## src/rtl/controle_busca_pkg.sv

```systemverilog
// Shared types and constants for the fetch sequencer: FSM state encoding
// and the next-PC rule used on every PC update.
package controle_busca_pkg;

    localparam int              PC_W   = 8;
    localparam logic [PC_W-1:0] PC_INC = 8'd1;

    typedef enum logic [2:0] {
        OCIOSO,
        BUSCA,
        ENTREGA,
        ATUALIZA,
        ERRO
    } estado_busca_t;

    // Branch target when taken, otherwise sequential; 8-bit add wraps 0xFF -> 0x00.
    function automatic logic [PC_W-1:0] proximo_pc(
        input logic            desvio,
        input logic [PC_W-1:0] alvo,
        input logic [PC_W-1:0] pc
    );
        return desvio ? alvo : (pc + PC_INC);
    endfunction

endpackage

```

## src/rtl/contador_espera.sv

```systemverilog
// Saturating wait counter for memory-facing controllers. 'ultimo' is high
// when the next enabled increment brings the count to LIMITE.
module contador_espera #(
    parameter int LIMITE = 15
) (
    input  logic clock,
    input  logic reset,
    input  logic clr,
    input  logic en,
    output logic ultimo
);

    localparam int            W      = $clog2(LIMITE + 1);
    localparam logic [W-1:0]  TETO   = W'(LIMITE);
    localparam logic [W-1:0]  PENULT = W'(LIMITE - 1);

    logic [W-1:0] valor;

    always_ff @(posedge clock or negedge reset) begin
        if (!reset) begin
            valor <= '0;
        end else if (clr) begin
            valor <= '0;
        end else if (en && (valor != TETO)) begin
            valor <= valor + 1'b1;
        end
    end

    assign ultimo = (valor >= PENULT);

endmodule

```

## src/rtl/controle_busca.sv

```systemverilog
// Fetch sequencer: reads the instruction at the current PC over req/ack,
// hands it to the decoder over valid/ready, then writes pc+1 or a branch target.
module controle_busca
    import controle_busca_pkg::*;
#(
    parameter int IW         = 16,
    parameter int MAX_ESPERA = 15
) (
    input  logic            clock,
    input  logic            reset,
    input  logic [PC_W-1:0] pc_atual,
    output logic [PC_W-1:0] entrada_pc,
    output logic            esc_pc,
    output logic            mem_req,
    output logic [PC_W-1:0] mem_addr,
    input  logic            mem_ack,
    input  logic [IW-1:0]   mem_dado,
    output logic [IW-1:0]   instr,
    output logic            instr_valid,
    input  logic            instr_ready,
    input  logic            desvio,
    input  logic [PC_W-1:0] alvo_desvio,
    input  logic            halt,
    output logic            erro_busca
);

    estado_busca_t estado;
    logic          cnt_en;
    logic          cnt_clr;
    logic          cnt_ultimo;

    // Count only unanswered request cycles; any other cycle restarts the window.
    assign cnt_en  = (estado == BUSCA) && !mem_ack;
    assign cnt_clr = !cnt_en;

    contador_espera #(
        .LIMITE(MAX_ESPERA)
    ) u_espera (
        .clock (clock),
        .reset (reset),
        .clr   (cnt_clr),
        .en    (cnt_en),
        .ultimo(cnt_ultimo)
    );

    always_ff @(posedge clock or negedge reset) begin
        if (!reset) begin
            estado      <= OCIOSO;
            entrada_pc  <= '0;
            esc_pc      <= 1'b0;
            mem_req     <= 1'b0;
            mem_addr    <= '0;
            instr       <= '0;
            instr_valid <= 1'b0;
            erro_busca  <= 1'b0;
        end else begin
            esc_pc <= 1'b0;
            case (estado)
                OCIOSO: begin
                    if (!halt) begin
                        mem_addr <= pc_atual;
                        mem_req  <= 1'b1;
                        estado   <= BUSCA;
                    end
                end
                BUSCA: begin
                    // An ack in the last allowed cycle still wins over the timeout.
                    if (mem_ack) begin
                        instr       <= mem_dado;
                        instr_valid <= 1'b1;
                        mem_req     <= 1'b0;
                        estado      <= ENTREGA;
                    end else if (cnt_ultimo) begin
                        mem_req    <= 1'b0;
                        erro_busca <= 1'b1;
                        estado     <= ERRO;
                    end
                end
                ENTREGA: begin
                    // entrada_pc doubles as the latched branch decision for ATUALIZA.
                    if (instr_ready) begin
                        instr_valid <= 1'b0;
                        entrada_pc  <= proximo_pc(desvio, alvo_desvio, pc_atual);
                        esc_pc      <= 1'b1;
                        estado      <= ATUALIZA;
                    end
                end
                ATUALIZA: begin
                    if (halt) begin
                        estado <= OCIOSO;
                    end else begin
                        mem_addr <= entrada_pc;
                        mem_req  <= 1'b1;
                        estado   <= BUSCA;
                    end
                end
                ERRO: begin
                    estado <= ERRO;
                end
                default: begin
                    estado <= OCIOSO;
                end
            endcase
        end
    end

endmodule

```

## config.mk

```make
export PLATFORM = sky130hd
export DESIGN_NAME = controle_busca
export DESIGN_NICKNAME = d
export VERILOG_FILES = /design/src/rtl/controle_busca_pkg.sv /design/src/rtl/contador_espera.sv /design/src/rtl/controle_busca.sv
export SDC_FILE = /design/constraint.sdc
export NUM_CORES = 1
export LEC_CHECK = 0
export CORE_MARGIN = 2
export CORE_UTILIZATION = 44
export DETAILED_ROUTE_END_ITERATION = 12
export PLACE_DENSITY = 0.8
export SYNTH_ARGS = -nofsm -noshare
export SYNTH_HDL_FRONTEND = slang
export SYNTH_SLANG_ARGS = --single-unit
```

## constraint.sdc

```tcl
create_clock -name clock -period 1.7 [get_ports clock]
set_input_delay 0.34 -clock clock [delete_from_list [all_inputs] [get_ports clock]]
set_output_delay 0.34 -clock clock [all_outputs]
set_load 0.01 [all_outputs]
```

Word-level counts from Yosys, hierarchy flattened

Index checks and enable logic that the tools add are counted.
Widths: inputs -> output; s select.

$add $sub $neg: 2
Multiply operators: 0
Divide/modulo/power cells: 0
Magnitude comparators: 1
Equality and inequality tests: 12
Shifts and indexed selects: 0
Muxes and demuxes: 21
Bitwise operators: 1
Reduce and logical (&&, ||, !) cells: 15

Operators by type and width:

| kind                | count |
|---|---|
| $mux 8              | 3 |
| $pmux 8 s2          | 1 |
| $pmux 3 s5          | 1 |
| $reduce_and 3->1    | 5 |
| $mux 3              | 4 |
| $ne 2x2->1 const B  | 6 |
| $add 8x1->8 const B | 1 |
| $mux 1              | 8 |
| $mux 4              | 2 |
| $eq 3x2->1 const B  | 2 |
| $reduce_bool 2->1   | 3 |
| $add 4x1->4 const B | 1 |
| $ge 4x4->1 const B  | 1 |
| $ne 4x4->1 const B  | 1 |
| $pmux 1 s2          | 2 |
| $reduce_and 2->1    | 2 |
| $eq 3x1->1 const B  | 1 |
| $eq 3x3->1 const B  | 1 |
| $logic_not 3->1     | 1 |
| $ne 3x3->1 const B  | 1 |
| $logic_and 1x1->1   | 2 |
| $reduce_or 2->1     | 1 |
| $logic_not 1->1     | 1 |
| $not 1->1           | 1 |

Register bits after elaboration: 43
Bits in latches: 0
RAM bits: 0
Memory bits (read-only): 0
Bits of input ports: 38
Output and inout bits: 36
Logic and storage cells: 61
Memories kept: 0

Logic depth before layout (Yosys ltp)

Depth after elaboration: 5
Depth in mapped cells: 6
Depth with buffers taken out: 5

Modules after synthesis

From an unflattened synthesis, not the netlist that was laid out.

Cells, all modules: 184
Area, all modules: 2,050.7 um^2

Modules (own cells, without submodules):

| module          | times used | cells an instance | area an instance (um^2) | seq. area each (um^2) |
|---|---|---|---|---|
| controle_busca  | 1          | 161               | 1,796.7                 | 975.9 |
| contador_espera | 1          | 23                | 254.0                   | 100.1 |

Worst setup path after synthesis

Ideal clock, no wire load.

Kind: register to register
Start point: register estado[1]
End point: register instr[10]
Library setup time: 125 ps
Data arrival time: 1,368 ps
Data required time: 1,575 ps
Slack: 207 ps
Stages on the path, launching flop included: 7
Buffers on the path: 2
Clock period less this slack: 1,493 ps
Cell sequence: dfrtp_1 -> nand2b_1 -> nor2_1 -> and2_4 -> buf_6 -> buf_12 -> mux2_4

Word-level cells in the longest chain between the ends: 2

Ends and longest elaborated chain:

| element                           | RTL line             | source |
|---|---|---|
| start: declaration                | controle_busca.sv:27 | `estado_busca_t estado;` |
| start signal: assignment          | controle_busca.sv:48 | `estado <= OCIOSO;` |
| start signal: assignment          | controle_busca.sv:63 | `estado <= BUSCA;` |
| start signal: assignment          | controle_busca.sv:72 | `estado <= ENTREGA;` |
| $eq 3x1->1                        | controle_busca.sv:58 | `case (estado)` |
| $reduce_and 2->1 (no source line) | n/a                  |  |
| end signal: assignment            | controle_busca.sv:69 | `instr <= mem_dado;` |
| end: declaration                  | controle_busca.sv:18 | `output logic [IW-1:0] instr,` |

Every way passes these cells.
A chain may end at the register's enable or synchronous reset.

Worst setup path in the final report

Start point: register mem_req
End point: output port mem_req

RTL lines:

| element                  | RTL line             | source |
|---|---|---|
| start: declaration       | controle_busca.sv:14 | `output logic mem_req,` |
| start signal: assignment | controle_busca.sv:51 | `mem_req <= 1'b0;` |
| start signal: assignment | controle_busca.sv:62 | `mem_req <= 1'b1;` |
| start signal: assignment | controle_busca.sv:71 | `mem_req <= 1'b0;` |

No word-level cell between the ends.

==> results.cfg <==
[clock_network]
clk_latency_ns = 0.29
cts.path.max_buffers = 2
path_clk_slew_ns = 0.08
cts_root_buf = clkbuf_8
cts_tree = built
cts_buffers = 5
cts_resized = 0
numClockSinks = 43
cts-htree-levels = 2

[place]
pre_cts_slack_ns = -0.07876
post-place-cells = 310
hpwl_um = 3477
gp_congestion = 0.8789
dpl_cell_area_sq_um = 2870
port_buffers = 73

[worst_setup_path]
cp_slowest_cell = clkdlybuf4s50_1
regToRegEndpoint = entrada_pc[5]$_DFFE_PN0P_
cp.buffers_inverters = 1
start_kind = flip-flop
required_ns = 1.36
critPathArrivalTime_ns = 1.23
crit_chain = clkdlybuf4s50_1
r2r_cells = 6
max_stage_delay_ns = 0.55
reg2reg_slack_ns = 0.14
reg2reg_from = estado[0]$_DFFE_PN0P_
end_kind = primary output
critical_path_peak_fanout = 3
critPathKind = flip-flop to primary output
crit_family = buffers and inverters

[synthesis]
synth.distinct_cells = 37
ys_seq_area_frac = 0.5312
synthCells = 179
syn_nets = 220
yosysWarningCount = 0
synth_edf_count = 0
async_flop_share = 1.000
avgSynthCellArea_sq_um = 11.32
synthFlopType = dfrtp_1
ys_ff_latch = 43
syn-cell-area_sq_um = 2026

[grt]
grt_pass1_vias = 1673
grt_max_degree = 28
grt_first_pass_wirelength_um = 8031
grtUsageTotal = 0.2003
grt_overflow_total = 0
antenna_found_initial = 0

[timing]
finalWorstSetupSlack_ns = 0.1293
max_freq_ghz = 0.6366
max_slew_margin = 0.7273
rsz0062_at_grt = false
final-setup-viol-count = 0
hold_viol = 0
period_share = 0.9240
tightest_slew_ns = 0.4090
setup_tns_ns = 0
skew_ns = 0.006380
holdWs_ns = 0.4772
fin_crit_ns = 1.571
slew_viol_final = 0

[hold_path]
min_path_type = flip-flop to flip-flop
hp-start = erro_busca$_DFFE_PN0P_
min_to = erro_busca$_DFFE_PN0P_
worstHoldPathCells = 1

[floorplan]
io_pins = 74
fp.dieW_um = 71.85
start_util = 0.4620
die_y_um = 71.85
num_rows = 24
coreArea_sq_um = 4384
die_area_sq_um = 5162

[drt]
vias = 1649
antenna_left = 0
drtPass1Iterations = 4
drcViolationCount = 0
viasPerCell = 5.137
detail_route.wl_per_cell_um = 14.66
wirelength_um = 4707
drt_iter0_drc = 79

[outcome]
status = complete, no violations

[power]
ir_drop_v = 0.0007314
power_density_nw_per_um2 = 1546
p_leak_nw = 1.374

[finish]
layout_common_cells = clkdlybuf4s50_1 (72), dfrtp_1 (43), nand2_1 (23)
final_cell_area_sq_um = 3025
antenna_cells = 0
drive_gt1_frac = 0.1673
stdcell_count = 321
layout_commonest_cell = clkdlybuf4s50_1
syn2layout_area_growth_pct = 49.35
finalNetCount = 309

[run]
cap_violations = 0
[through the flow]
stage / util / power [mW]
floorplan: - / 2.761
CTS: 0.6838 / 4.695
finish: 0.6901 / 4.676
global placement: 0.6547 / 3.783
detailed placement: 0.6547 / 3.864
global route: 0.6901 / 4.992
[final cells by class]
type | count | area, sq um
Tap cell | 52 | 65.06
Clock buffer | 6 | 82.58
Timing Repair Buffer | 90 | 880.8
Sequential cell | 43 | 1076
Clock inverter | 2 | 35.03
Fill cell | 327 | 1359
Multi-Input combinational cell | 125 | 874.6
Inverter | 3 | 11.26
[cell families (layout without fill, tap and decap cells)]
kind of cell / after synthesis / in the layout / share of synthesized area
compound gates: 32 / 32 / 0.09822
mux: 27 / 27 / 0.1600
buf+inv: 11 / 101 / 0.03706
xor+xnor: 4 / 4 / 0.01729
flops: 43 / 43 / 0.5312
simple gates: 59 / 59 / 0.1377
fa+ha+maj: 3 / 3 / 0.01853
[metal layers]
metal / up-vias / wire length [um] / GRT usage
met5: - / 0 / 0
met4: 0 / 105 / 0.08386
met3: 11 / 267 / 0.03938
met2: 59 / 2184 / 0.3230
met1: 777 / 2149 / 0.2646
li1: 802 / - / -
[state kept, by name, summed over array words and instances, names as in the netlist]
signal and cells:
esc_pc 1, mem_req 1, instr_valid 1, mem_addr 8, erro_busca 1, entrada_pc 8
estado 3, instr 16, u_espera.valor 4
[power breakdown]
group          leakage, nW  switching (mW)  internal [mW]
registers            0.529           0.282           1.46
logic                0.784           0.822           1.30
clock network       0.0612           0.341          0.475
total                 1.37            1.45           3.23
[how the worst max path moves through the flow]
stage | from | cells past startpoint | endpoint
6_report | mem_req$_DFFE_PN0P_ | 1 | mem_req
5_1_grt | estado[0]$_DFFE_PN0P_ | 6 | entrada_pc[7]$_DFFE_PN0P_
4_1_cts | estado[1]$_DFFE_PN0P_ | 4 | instr[1]$_DFFE_PN0P_
3_5_place_dp | pc_atual[0] | 6 | entrada_pc[6]$_DFFE_PN0P_
3_3_place_gp | pc_atual[0] | 6 | entrada_pc[6]$_DFFE_PN0P_
2_1_floorplan | estado[1]$_DFFE_PN0P_ | 6 | instr[10]$_DFFE_PN0P_
[synth_stat cells (4+ instances only)]
cell type / count / area, sq um
dfrtp_1: 43 / 1076
nand2_1: 23 / 86.33
mux2i_1: 11 / 110.1
nor2_1: 11 / 41.29
mux2_4: 9 / 135.1
o21ai_0: 9 / 45.04
mux2_2: 7 / 78.83
nand3_1: 6 / 30.03
a21oi_1: 5 / 25.02
nand2b_1: 5 / 31.28
nor3_1: 5 / 25.02
o21a_1: 4 / 30.03
o21ai_1: 4 / 20.02
xnor2_1: 4 / 35.03
[timing repair]
action,4_1_cts,5_1_grt
hold endpoints to repair,16,0
buffers inserted,0,2
hold buffers,1,0
endpoints found under the setup margin,0,1
No activity file was read; power rests on OpenSTA's default activity.
